--- src/rtl/mem_access_ctrl.sv ---
// MEM-stage sequencer: one request/ready data-memory transaction per memory instruction,
// with pipeline stall, load formatting and timeout abort. Optional macro: MEM_ALIGN_CHECK_EN.
module mem_access_ctrl #(
  parameter int TIMEOUT = 15
) (
  input  logic        clk,
  input  logic        reset,
  input  logic        mem_valid,
  input  logic        load_inst,
  input  logic [1:0]  data_size,
  input  logic [31:0] addr,
  input  logic [31:0] store_data,
  input  logic [3:0]  rd_in,
  input  logic        rf_en_in,
  output logic        dm_req,
  output logic        dm_we,
  output logic [1:0]  dm_size,
  output logic [31:0] dm_addr,
  output logic [31:0] dm_wdata,
  input  logic        dm_ready,
  input  logic [31:0] dm_rdata,
  output logic        stall,
  output logic        done,
  output logic        wb_valid,
  output logic [31:0] wb_data,
  output logic [3:0]  wb_rd,
  output logic        mem_fault,
  output logic        align_fault
);

  typedef enum logic [1:0] {
    ST_IDLE = 2'd0,
    ST_REQ  = 2'd1,
    ST_DONE = 2'd2
  } state_t;

  localparam logic [7:0] CNT_LAST = 8'(TIMEOUT - 1);

  state_t      state_r, state_next_s;
  logic        load_r, rf_en_r, fault_r, align_r;
  logic [1:0]  size_r;
  logic [31:0] addr_r, wdata_r, rdata_r;
  logic [3:0]  rd_r;
  logic [7:0]  cnt_r;
  logic        misalign_s;

  function automatic logic [31:0] fmt_load(input logic [1:0] size, input logic [31:0] rdata);
    case (size)
      2'b00:   fmt_load = {24'h000000, rdata[7:0]};
      2'b01:   fmt_load = {16'h0000, rdata[15:0]};
      default: fmt_load = rdata;
    endcase
  endfunction

`ifdef MEM_ALIGN_CHECK_EN
  function automatic logic is_misaligned(input logic [1:0] size, input logic [1:0] a);
    case (size)
      2'b00:   is_misaligned = 1'b0;
      2'b01:   is_misaligned = a[0];
      default: is_misaligned = (a != 2'b00);
    endcase
  endfunction

  assign misalign_s = is_misaligned(data_size, addr[1:0]);
`else
  assign misalign_s = 1'b0;
`endif

  // state register
  always_ff @(posedge clk or posedge reset) begin
    if (reset) begin
      state_r <= ST_IDLE;
    end else begin
      state_r <= state_next_s;
    end
  end

  // next-state logic; ready has priority over the timeout limit
  always_comb begin
    state_next_s = state_r;
    case (state_r)
      ST_IDLE: begin
        if (mem_valid) begin
          state_next_s = misalign_s ? ST_DONE : ST_REQ;
        end else begin
          state_next_s = ST_IDLE;
        end
      end
      ST_REQ: begin
        if (dm_ready) begin
          state_next_s = ST_DONE;
        end else if (cnt_r == CNT_LAST) begin
          state_next_s = ST_DONE;
        end else begin
          state_next_s = ST_REQ;
        end
      end
      ST_DONE: state_next_s = ST_IDLE;
      default: state_next_s = ST_IDLE;
    endcase
  end

  // instruction latch, wait counter, fault flags and load-data capture
  always_ff @(posedge clk or posedge reset) begin
    if (reset) begin
      load_r  <= 1'b0;
      rf_en_r <= 1'b0;
      fault_r <= 1'b0;
      align_r <= 1'b0;
      size_r  <= 2'b00;
      addr_r  <= 32'h0000_0000;
      wdata_r <= 32'h0000_0000;
      rdata_r <= 32'h0000_0000;
      rd_r    <= 4'h0;
      cnt_r   <= 8'h00;
    end else begin
      case (state_r)
        ST_IDLE: begin
          if (mem_valid) begin
            load_r  <= load_inst;
            rf_en_r <= rf_en_in;
            size_r  <= data_size;
            addr_r  <= addr;
            wdata_r <= store_data;
            rd_r    <= rd_in;
            cnt_r   <= 8'h00;
            fault_r <= 1'b0;
            align_r <= misalign_s;
          end
        end
        ST_REQ: begin
          if (dm_ready) begin
            rdata_r <= fmt_load(size_r, dm_rdata);
          end else if (cnt_r == CNT_LAST) begin
            fault_r <= 1'b1;
          end else begin
            cnt_r <= cnt_r + 8'h01;
          end
        end
        default: ;
      endcase
    end
  end

  assign dm_req      = (state_r == ST_REQ);
  assign dm_we       = (state_r == ST_REQ) & ~load_r;
  assign dm_size     = size_r;
  assign dm_addr     = addr_r;
  assign dm_wdata    = wdata_r;
  assign stall       = ((state_r == ST_IDLE) & mem_valid) | (state_r == ST_REQ);
  assign done        = (state_r == ST_DONE);
  assign wb_valid    = (state_r == ST_DONE) & load_r & rf_en_r & ~fault_r & ~align_r;
  assign wb_data     = rdata_r;
  assign wb_rd       = rd_r;
  assign mem_fault   = (state_r == ST_DONE) & fault_r;
  assign align_fault = (state_r == ST_DONE) & align_r;

endmodule
--- config.mk ---
export PLATFORM = sky130hd
export DESIGN_NAME = mem_access_ctrl
export DESIGN_NICKNAME = d
export VERILOG_FILES = /design/src/rtl/mem_access_ctrl.sv
export SDC_FILE = /design/constraint.sdc
export NUM_CORES = 1
export LEC_CHECK = 0
export BUFFER_PORTS_ARGS = -buffer_cell sky130_fd_sc_hd__buf_2
export CAP_MARGIN = 10
export CORE_MARGIN = 4
export CORE_UTILIZATION = 50
export CTS_CLUSTER_DIAMETER = 120
export DETAILED_ROUTE_END_ITERATION = 10
export HOLD_SLACK_MARGIN = 0.15
export PLACE_DENSITY = 0.86
export SLEW_MARGIN = 20
export SYNTH_ARGS = -nofsm -noshare
export SYNTH_HDL_FRONTEND = slang
export SYNTH_SLANG_ARGS = --single-unit
export TNS_END_PERCENT = 20
--- constraint.sdc ---
create_clock -name clk -period 8.04 [get_ports clk]
set_clock_uncertainty 0.1 [all_clocks]
set_input_delay 1.608 -clock clk [delete_from_list [all_inputs] [get_ports clk]]
set_output_delay 1.608 -clock clk [all_outputs]
set_load 0.1 [all_outputs]
==> impl_metrics.tcl <==
set metrics [dict create \
    drive_gt1_frac 0.366 \
    ant_nets 0 \
    synthMuxAreaShare 0.0235 \
    finalNetCount 815 \
    cp_cell_sequence "buf_2 -> nand2_2 -> nand2_1 -> buf_2" \
    grt_pass1_wl_um 20200 \
    wl_um 12300 \
    synth-xor-area-share 0 \
    worstSkewPairLatency_ns 0.49 \
    dr_wl_met2_um 6210 \
    max-cap-violations 0 \
    overflow 0 \
    grt_max_degree 76 \
    outcome "completed" \
    vias_per_cell 4.97 \
    path_class "in -> out" \
    hold_violations 0 \
    critical_path_required_ns 6.33 \
    cts_tree "built" \
    antenna_found_initial 1 \
    yosys.area.top_type_share 0.622 \
    dp.final_hpwl_um 8630 \
    drtIter0Drc 167 \
    synth_fa_ha_area_frac 0.00541 \
    critPathLaunchType "primary input" \
    syn2layout_area_growth_pct 38.2 \
    diodes 0 \
    wl_met1_um 5040 \
    crit_path_frequent_cell "buf_2" \
    finalSetupViolCount 0 \
    syn_area_sq_mm 0.00463 \
    worstSetupEndpointType "primary output" \
    yosysWarnings 0 \
    fmax_mhz 255 \
    cts_root_buf "clkbuf_8" \
    critPathMaxStageDelay_ns 0.42 \
    grt_use_total 0.228 \
    die_area_sq_mm 0.0109 \
    synth_top_family_by_area "simple AND/OR/NAND/NOR gates" \
    gp_congestion 0.814 \
    post_cts_resized 0 \
    pin_count 217 \
    grt_pass1_vias 4109 \
    cts_buffers 17 \
    synth_top_cell_by_area "dfrtp_1" \
    vias 4108 \
    synth_cell_types 37 \
    worst_slew_margin_rel 0.377 \
    worst_path_max_delay_cell "buf_2" \
    syn-num-nets 605 \
    syn_avg_cell_area_sq_um 9.35 \
    finalSetupTns_ns 0 \
    cp_data_arrival_time_ns 2.22 \
    ys_seq_elements 115 \
    dr.max_layer_used "met5" \
    tightestPinTransition_ns 0.931 \
    cp_max_fo 2 \
    drcViolationCount 0 \
    numPortBuffers 215 \
    postCtsSetupRepairBufs 0 \
    rows 34 \
    core_sq_mm 0.00885 \
    met3_length_um 898 \
    fp.dieH_um 104 \
    synth.top_cells.by_area "dfrtp_1 62%, nand2_1 22%, buf_2 2.1%" \
    synth-simple-area-share 0.255 \
    cts.sinks 115 \
    layout_min_cycle_time_ns 3.92 \
    start_util 0.523 \
    synth_compound_area_frac 0.0581 \
    syn_inst 495 \
    clk_path_buf_depth 2 \
    slew_violations 0 \
    fp.dieW_um 104 \
    cts_max_level 4 \
    rsz0062_at_grt "no" \
    clk_pin_slew_ns 0.06 \
    post-route-period-util 0.488 \
    cts_hold_buf 0 \
    routedWlPerCell_um 14.9 \
    dr.pass1.iters 4 \
    hold_class "reg -> reg" \
    yosysSeqAreaShare 0.622 \
]
## Yosys cell counts (all sizes together)
| master | instances |
|---|---|
| a211o | 1 |
| a211oi | 1 |
| a21boi | 1 |
| a21oi | 5 |
| a22o | 1 |
| a31oi | 3 |
| a41oi | 1 |
| and2 | 2 |
| and2b | 1 |
| and3 | 1 |
| and4b | 1 |
| buf | 24 |
| clkbuf | 3 |
| conb | 1 |
| dfrtp | 115 |
| ha | 2 |
| inv | 4 |
| mux2 | 9 |
| nand2 | 272 |
| nand2b | 1 |
| nand3 | 5 |
| nand4 | 1 |
| nor2 | 6 |
| nor2b | 1 |
| nor3 | 1 |
| o21a | 1 |
| o21ai | 29 |
| o22ai | 1 |
| or2 | 1 |
## kinds of logic after synthesis
group,Yosys count
AND/OR/NAND/NOR,293
flip-flops,115
AO/OA/AOI/OAI,44
buffers and inverters,31
multiplexers,9
adder cells (fa/ha/maj),2
other,1
## critical path: cells and delay by family
kind / cells / cell delay [ns]
buffers and inverters: 2 / 0.51
and+or+nand+nor: 2 / 0.10
## stage by stage
step / cells / utilization / cell area, sq um / setup WS (ns) / hold WS (ns)
2_1_floorplan: 495 / - / 4630 / 3.29 / 0.343
3_3_place_gp: 794 / 0.646 / 5720 / 4.11 / 0.353
3_5_place_dp: 794 / 0.646 / 5720 / 4.11 / 0.356
4_1_cts: 826 / 0.723 / 6390 / 4.11 / 0.371
5_1_grt: 826 / 0.723 / 6390 / 4.08 / 0.387
6_report: 826 / 0.723 / 6390 / 4.12 / 0.367
## cell usage in the layout (no fill, tap or decap), drive strengths merged, types with 2 or more instances in the layout
cell / netlist / layout
nand3: 5 / 5
and2: 2 / 2
inv: 4 / 4
buf: 24 / 218
a31oi: 3 / 3
nand2: 272 / 272
dfrtp: 115 / 115
nor2: 6 / 6
bufinv: 0 / 6
a21oi: 5 / 5
mux2: 9 / 9
ha: 2 / 2
clkbuf: 3 / 20
clkinv: 0 / 5
o21ai: 29 / 29
## sequential cells by signal (all words and copies together) (netlist names)
name	cells
wb_data	32
state_r	2
wb_rd	4
dm_size	2
dm_addr	32
dm_wdata	32
rf_en_r	1
cnt_r	8
fault_r	1
load_r	1
## layout make-up
cell class | count | area [sq um]
clock buffer | 20 | 445
clock inverter | 12 | 228
fill | 654 | 2450
inverter | 4 | 22.5
multi-input combinational | 349 | 1590
sequential | 115 | 2880
tap | 108 | 135
timing repair buffer | 218 | 1100
## metal layers
layer	up-vias	global-route usage
li1	1972	-
met1	1932	0.281
met2	187	0.390
met3	15	0.0602
met4	2	0.0769
met5	-	0
## worst paths after layout
path | end | from | slack [ns] | depth (start not counted)
worst max-delay path | stall | mem_valid | 4.12 | 4
worst min-delay path | dm_addr[16]$_DFFE_PP0P_ | dm_addr[16]$_DFFE_PP0P_ | 0.37 | 2
worst max register to register | dm_addr[14]$_DFFE_PP0P_ | state_r[0]$_DFF_PP0_ | 6.02 | 5
worst min register to register | dm_addr[16]$_DFFE_PP0P_ | dm_addr[16]$_DFFE_PP0P_ | 0.37 | 2
max in group asynchronous | dm_addr[15]$_DFFE_PP0P_ | reset | 5.49 | 3
min in group asynchronous | dm_wdata[17]$_DFFE_PP0P_ | reset | 1.07 | 2
Power is left out: the tool's default activity adds up to more than one toggle a clock period on the data nets, which glitch-free logic cannot reach.
